## config.mk

```make
export PLATFORM = sky130hd
export DESIGN_NAME = instruction_queue
export DESIGN_NICKNAME = d
export VERILOG_FILES = /design/src/rtl/w80386dx_pkg.sv /design/src/rtl/instruction_queue_window.sv /design/src/rtl/instruction_queue.sv
export SDC_FILE = /design/constraint.sdc
export NUM_CORES = 2
export LEC_CHECK = 0
export CAP_MARGIN = 10
export CORE_MARGIN = 2
export CORE_UTILIZATION = 45
export CTS_BUF_LIST = sky130_fd_sc_hd__clkbuf_8
export CTS_CLUSTER_SIZE = 20
export DETAILED_ROUTE_END_ITERATION = 10
export HOLD_SLACK_MARGIN = 0.1
export SLEW_MARGIN = 20
export SYNTH_ARGS = -nofsm -noshare
export SYNTH_HDL_FRONTEND = slang
export SYNTH_HIERARCHICAL = 1
export SYNTH_SLANG_ARGS = --single-unit
export TNS_END_PERCENT = 30
```

## constraint.sdc

```tcl
create_clock -name i_clk -period 9.38 [get_ports i_clk]
set_input_delay 0.938 -clock i_clk [delete_from_list [all_inputs] [get_ports i_clk]]
set_output_delay 0.938 -clock i_clk [all_outputs]
set_load 0.01 [all_outputs]
```

## src/rtl/w80386dx_pkg.sv

```systemverilog
// Shared constants and types for the prefetch/instruction queue.
package w80386dx_pkg;

    localparam int unsigned QUEUE_DEPTH  = 32;
    localparam int unsigned WINDOW_BYTES = 16;
    localparam int unsigned FETCH_BYTES  = 4;

    typedef enum logic {
        RUN  = 1'b0,
        SKIP = 1'b1
    } iq_state_t;

endpackage

```

## src/rtl/instruction_queue_window.sv

```systemverilog
// Rotates the circular byte buffer into the decode window, masking bytes beyond count.
module instruction_queue_window #(
    parameter int unsigned QUEUE_DEPTH  = 32,
    parameter int unsigned WINDOW_BYTES = 16
) (
    input  logic [7:0]                          mem [QUEUE_DEPTH],
    input  logic [$clog2(QUEUE_DEPTH)-1:0]      rd_ptr,
    input  logic [$clog2(QUEUE_DEPTH):0]        count,
    output logic [7:0]                          instruction [0:WINDOW_BYTES-1],
    output logic [$clog2(WINDOW_BYTES+1)-1:0]   bytes_available
);

    localparam int unsigned PTR_W = $clog2(QUEUE_DEPTH);
    localparam int unsigned CNT_W = PTR_W + 1;
    localparam int unsigned AV_W  = $clog2(WINDOW_BYTES + 1);

    always_comb begin
        bytes_available = (count >= CNT_W'(WINDOW_BYTES)) ? AV_W'(WINDOW_BYTES) : AV_W'(count);
        for (int k = 0; k < WINDOW_BYTES; k++) begin
            instruction[k] = (CNT_W'(k) < count) ? mem[rd_ptr + PTR_W'(k)] : 8'h00;
        end
    end

endmodule

```

## src/rtl/instruction_queue.sv

```systemverilog
// Byte-granular prefetch queue: dword fills from the bus unit, variable-length
// consumes from decode, flush with a skip of the leading bytes of the target dword.
module instruction_queue #(
    parameter int unsigned QUEUE_DEPTH  = w80386dx_pkg::QUEUE_DEPTH,
    parameter int unsigned WINDOW_BYTES = w80386dx_pkg::WINDOW_BYTES
) (
    input  logic                                i_clk,
    input  logic                                i_reset_n,
    input  logic                                i_flush,
    input  logic [1:0]                          i_flush_offset,
    input  logic                                i_fetch_valid,
    input  logic [31:0]                         i_fetch_data,
    output logic                                o_fetch_ready,
    output logic [7:0]                          o_instruction [0:WINDOW_BYTES-1],
    output logic [$clog2(WINDOW_BYTES+1)-1:0]   o_bytes_available,
    input  logic                                i_consume_valid,
    input  logic [3:0]                          i_consume_bytes,
    output logic                                o_empty,
    output logic                                o_error
);

    import w80386dx_pkg::*;

    localparam int unsigned PTR_W = $clog2(QUEUE_DEPTH);
    localparam int unsigned CNT_W = PTR_W + 1;
    localparam int unsigned OFF_W = $clog2(FETCH_BYTES);

    logic [7:0]       mem_q [QUEUE_DEPTH];
    logic [PTR_W-1:0] rd_ptr_q, rd_ptr_d;
    logic [PTR_W-1:0] wr_ptr_q, wr_ptr_d;
    logic [CNT_W-1:0] count_q, count_d;
    iq_state_t        state_q, state_d;
    logic [OFF_W-1:0] skip_off_q, skip_off_d;
    logic             error_q, error_d;

    logic             fetch_acc;
    logic             consume_ok;
    logic [OFF_W-1:0] wr_first;
    logic [CNT_W-1:0] wr_bytes;

    // Ready depends on registered count only, so it never sees same-cycle consume/flush.
    assign o_fetch_ready = (count_q <= CNT_W'(QUEUE_DEPTH - FETCH_BYTES));
    assign fetch_acc     = i_fetch_valid && o_fetch_ready && !i_flush;
    assign consume_ok    = i_consume_valid && (i_consume_bytes != 4'd0)
                           && (CNT_W'(i_consume_bytes) <= count_q);
    assign wr_first      = (state_q == SKIP) ? skip_off_q : '0;
    assign wr_bytes      = fetch_acc ? (CNT_W'(FETCH_BYTES) - CNT_W'(wr_first)) : '0;

    always_comb begin
        state_d    = state_q;
        skip_off_d = skip_off_q;
        rd_ptr_d   = rd_ptr_q;
        wr_ptr_d   = wr_ptr_q;
        count_d    = count_q;
        error_d    = 1'b0;
        if (i_flush) begin
            state_d    = (i_flush_offset != 2'd0) ? SKIP : RUN;
            skip_off_d = OFF_W'(i_flush_offset);
            rd_ptr_d   = '0;
            wr_ptr_d   = '0;
            count_d    = '0;
        end else begin
            if (fetch_acc) begin
                state_d  = RUN;
                wr_ptr_d = wr_ptr_q + PTR_W'(wr_bytes);
            end
            if (consume_ok) begin
                rd_ptr_d = rd_ptr_q + PTR_W'(i_consume_bytes);
            end
            count_d = count_q + wr_bytes - (consume_ok ? CNT_W'(i_consume_bytes) : CNT_W'(0));
            error_d = i_consume_valid && !consume_ok;
        end
    end

    always_ff @(posedge i_clk or negedge i_reset_n) begin
        if (!i_reset_n) begin
            state_q    <= RUN;
            skip_off_q <= '0;
            rd_ptr_q   <= '0;
            wr_ptr_q   <= '0;
            count_q    <= '0;
            error_q    <= 1'b0;
        end else begin
            state_q    <= state_d;
            skip_off_q <= skip_off_d;
            rd_ptr_q   <= rd_ptr_d;
            wr_ptr_q   <= wr_ptr_d;
            count_q    <= count_d;
            error_q    <= error_d;
        end
    end

    // Byte lanes below the skip offset are dropped; the rest pack from wr_ptr upward.
    always_ff @(posedge i_clk) begin
        for (int b = 0; b < FETCH_BYTES; b++) begin
            if (fetch_acc && (OFF_W'(b) >= wr_first)) begin
                mem_q[wr_ptr_q + PTR_W'(OFF_W'(b) - wr_first)] <= i_fetch_data[8*b +: 8];
            end
        end
    end

    instruction_queue_window #(
        .QUEUE_DEPTH  (QUEUE_DEPTH),
        .WINDOW_BYTES (WINDOW_BYTES)
    ) u_window (
        .mem             (mem_q),
        .rd_ptr          (rd_ptr_q),
        .count           (count_q),
        .instruction     (o_instruction),
        .bytes_available (o_bytes_available)
    );

    assign o_empty = (count_q == '0);
    assign o_error = error_q;

endmodule

```

# After elaboration in Yosys (flattened, before gate mapping)
# Index checks and enable logic that the tools add are counted.
dict set report word_totals {
  reg_bits 276
  inputBits 43
  elab_cells 246
}
dict set report op_classes {
  add_sub_neg 28
  n_lt_le_gt_ge 47
  muxes 93
  bitwise_logic 20
  reduce_logical 20
}
# cell count
set ops {}
lappend ops {{bitwise mux 256 bit} 4}
lappend ops {{2-to-1 mux 256 bit} 4}
lappend ops {{binary-select mux 8 bit (select 5 bit)} 16}
lappend ops {{2-to-1 mux 8 bit} 52}
lappend ops {{demux 8 bit (select 5 bit)} 4}
lappend ops {{>= comparator 6 bit (second input constant)} 20}
lappend ops {{NOT 5 -> 6 bit} 20}
lappend ops {{< comparator 4 x 6 -> 1 bit (first input constant)} 8}
lappend ops {{adder 5 x 4 -> 5 bit (second input constant)} 8}
lappend ops {{adder 5 bit} 5}
lappend ops {{2-to-1 mux 5 bit} 5}
lappend ops {{< comparator 3 x 6 -> 1 bit (first input constant)} 4}
lappend ops {{< comparator 6 x 1 -> 1 bit (second input constant)} 4}
lappend ops {{adder 5 x 3 -> 5 bit (second input constant)} 4}
lappend ops {{logical AND 1 bit} 13}
lappend ops {{< comparator 1 x 6 -> 1 bit (first input constant)} 2}
lappend ops {{< comparator 2 x 6 -> 1 bit (first input constant)} 2}
lappend ops {{2-to-1 mux 6 bit} 2}
lappend ops {{adder 5 x 2 -> 5 bit (second input constant)} 2}
lappend ops {{adder 6 bit} 1}
lappend ops {{>= comparator 6 x 5 -> 1 bit (second input constant)} 1}
lappend ops {{<= comparator 4 x 6 -> 1 bit} 1}
lappend ops {{<= comparator 6 x 5 -> 1 bit (second input constant)} 1}
lappend ops {{logical NOT 6 bit} 1}
lappend ops {{14 further kinds} 24}

# Logic depth before layout (Yosys ltp)
dict set report logic_depth {
  depth_word 16
  mapped_depth 17
}

# Hierarchy
# Netlist, hierarchy kept.
# module n_inst cells_each area_per_inst_um2
set modules_own_cells {}
lappend modules_own_cells {instruction_queue 1 2189 18577.8}
lappend modules_own_cells {instruction_queue_window 1 1264 15054.4}

# Least setup slack after synthesis
# Ideal clock, no wire load.
dict set report synth_timing {
  path_type {register to output}
  startpoint {register rd_ptr_q[2]}
  endpoint {output port o_instruction[6] (netlist name)}
  arrival_ns 3.407
  path_slack_ns 5.035
  stages_incl_launch_ff 11
  path_cell_list {dfrtp_1 > buf_2 > inv_1 > buf_2 > buf_1 > ha_1 > a21boi_1 > xnor2_1 > buf_6 > mux4_2 > a22o_1}
}
# item line_no
set synth_rtl {}
lappend synth_rtl {{start: declaration} instruction_queue.sv:29} ;# logic [PTR_W-1:0] rd_ptr_q, rd_ptr_d;
lappend synth_rtl {{start signal: assignment} instruction_queue.sv:86} ;# rd_ptr_q <= rd_ptr_d;
lappend synth_rtl {{end: declaration} instruction_queue.sv:14} ;# output logic [7:0] o_instruction [0:WINDOW_BYTES-1],

==> qor.csv <==
metric,value,unit
async_flop_share,7.25,%
cts_sinks,276,
dieArea,76900,um2
synth.avg_cell_area,9.74,um2
end_kind,primary output,
synthFlopType,dfxtp_1,
grt_overflow,0,
yosysSeqAreaShare,16.7,%
row_count,100,
cts_made_buffers,55,
grt_pass1_vias,35100,
area_delta_synth_final,10.4,%
cp.arrival,5.71,ns
num_vias,38300,
antenna_left,0,
ios,179,
grt_usage,55.8,%
hp-start,skip_off_q[0]$_DFFE_PN0P_,
slew_headroom,16.0,%
rr_startpoint,state_q$_DFFE_PN0P_,
fmaxAchievable,0.151,GHz
min_period_over_period,70.8,%
ys_warn_count,6,
dpl.hpwl,159,mm
core,74200,um2
crit_start,rd_ptr_q[1]$_DFFE_PN0P_,
numPortBuffers,178,
ys_types,106,
vias_per_cell,8.52,
drt_iter0_drc,8042,
cap_viol_max_count,0,
grt_max_degree,79,
cp-start-kind,flop,
hold_viol,0,
synth_edf_count,0,
drt-total-wl,220,mm
cts_tree,built,
wl_per_cell,49.0,um
gp_congestion,1.18,
drc,0,
fin_tns_setup,0,ns
finalCriticalPeriod,6.64,ns
yosysTopAreaCellShare,25.6,%
synth_area,33600,um2
synthTopCellsByArea,"mux4_2, dfxtp_1, mux2i_1",
antenna_found_initial,27,
peakVddDrop,0.208,mV
drv_slew,0,
rsz0062_at_grt,no,
synthCells,3453,
grt_pass1_wl,297,mm
skew,0.0545,ns
critPathMaxFanout,78,
utilization,50.0,%
h-tree-depth,2,
ys_seq_elements,276,
yosysTopAreaCell,mux4_2,
drive_gt1_share,23.5,%
hold_buffers,0,
postCtsSetupRepairBufs,0,
die_h,277,um
post_cts_resized,0,
clk_latency,0.75,ns
first_pass_iters,9,
root_buffer,clkbuf_8,
min_path_type,flop to flop,
die_w,277,um
path_class,flop to primary output,
start_util,45.3,%
total_leakage_power,13.6,nW
finalSetupViolations,0,
run_status,"complete, no violations",
cp.required,8.44,ns
tightest_slew,1.25,ns
layout.nets,3551,
clock_path_buffers,3,
path_clk_slew,0.08,ns
syn_nets,3556,
p_per_area,416,nW/um2
kinds of logic after synthesis:
group           Yosys count  share of synthesized area [%]
xor+xnor                 50                           1.50
fa+ha+maj                60                           2.43
buf+inv                 407                           5.69
simple gates            865                           12.9
flops                   276                           16.7
compound gates         1007                           22.4
mux                     788                           38.4
worst paths after layout:
check / depth (start not counted) / to / slack [ns]
worst max-delay path: 9 / o_instruction[86] / 2.74
worst min-delay path: 1 / skip_off_q[0]$_DFFE_PN0P_ / 0.53
worst max register to register: 12 / mem_q[106]$_DFF_P_ / 4.12
worst min register to register: 1 / skip_off_q[0]$_DFFE_PN0P_ / 0.53
max in group asynchronous: 2 / rd_ptr_q[0]$_DFFE_PN0P_ / 8.45
min in group asynchronous: 2 / wr_ptr_q[0]$_DFFE_PN0P_ / 0.60
power by group:
group          internal, mW  leakage, nW  total (mW)  switching, mW
logic                  4.77         10.6        10.3           5.49
clock network         0.721        0.641        1.38          0.657
registers              1.71         2.38        3.79           2.09
cell usage in the layout, fill, tap and decap left out, types with 21 or more instances in the layout:
| cell type | count |
|---|---|
| o211ai_1 | 46 |
| o21ai_1 | 22 |
| clkbuf_8 | 66 |
| mux2_2 | 126 |
| o31ai_1 | 30 |
| nor3_1 | 167 |
| inv_1 | 76 |
| a221o_1 | 98 |
| o21a_1 | 22 |
| mux4_2 | 382 |
| ha_1 | 49 |
| a22oi_1 | 29 |
| o21ai_0 | 95 |
| a221oi_1 | 130 |
| dfxtp_1 | 256 |
| diode_2 | 37 |
| a211o_1 | 61 |
| and2_1 | 21 |
| a21oi_1 | 166 |
| buf_4 | 99 |
| nand2_1 | 259 |
| o22ai_1 | 61 |
| nand3_1 | 74 |
| nor2_1 | 179 |
| mux2i_1 | 258 |
| a211oi_1 | 50 |
| a22o_1 | 52 |
| clkdlybuf4s50_1 | 162 |
| o311ai_0 | 22 |
synthesized netlist by cell type, drive strengths merged (52+ instances only):
master	number
mux4	384
nand2	268
mux2i	260
dfxtp	256
nor3	188
nor2	184
buf	175
a21oi	168
clkbuf	166
mux2	144
a221oi	132
o21ai	120
a221o	98
nand3	75
inv	65
a211o	61
o22ai	61
a211oi	54
a22o	52
worst max-delay path, stage by stage, from the launching register on:
cell,delay (ns)
dfrtp_4,0.46
buf_4,0.77
buf_4,0.99
ha_1,0.30
a21oi_1,0.12
xnor2_2,0.18
buf_4,0.33
nor2b_1,0.86
a22o_1,0.34
clkdlybuf4s50_1,0.56
routing by layer:
layer	share of wire [%]	routed length [um]	vias up	global-route usage, %
met5	0.22	489	-	3.31
met4	11	24100	18	45.2
met3	18	38900	1229	30.8
met2	38	84700	4292	75.4
met1	33	72200	18700	63.9
li1	-	-	14100	-
per-stage QoR:
stage / instance area [um2] / power (mW) / setup slack, ns / cells / hold slack [ns]
2_1_floorplan: 33600 / 8.67 / 5.04 / 3453 / 0.481
3_3_place_gp: 35800 / 12.9 / 3.80 / 4359 / 0.495
3_5_place_dp: 35800 / 13.1 / 3.72 / 4360 / 0.520
4_1_cts: 37000 / 14.5 / 2.98 / 4458 / 0.537
5_1_grt: 37000 / 15.5 / 2.66 / 4468 / 0.563
6_report: 37100 / 15.4 / 2.74 / 4495 / 0.529
registers in the layout (all words and copies together), names as in the netlist:
register and flops:
mem_q 256, count_q 6, rd_ptr_q 5, wr_ptr_q 5, skip_off_q 2, o_error 1, state_q 1
cell type report:
| type | count | area, um2 |
|---|---|---|
| Fill cell | 6805 | 37100 |
| Multi-Input combinational cell | 2770 | 26300 |
| Sequential cell | 276 | 5630 |
| Timing Repair Buffer | 279 | 2470 |
| Tap cell | 969 | 1210 |
| Clock buffer | 66 | 908 |
| Inverter | 66 | 250 |
| Clock inverter | 32 | 236 |
| Antenna cell | 37 | 92.6 |
(Power assumes the default switching activity.)
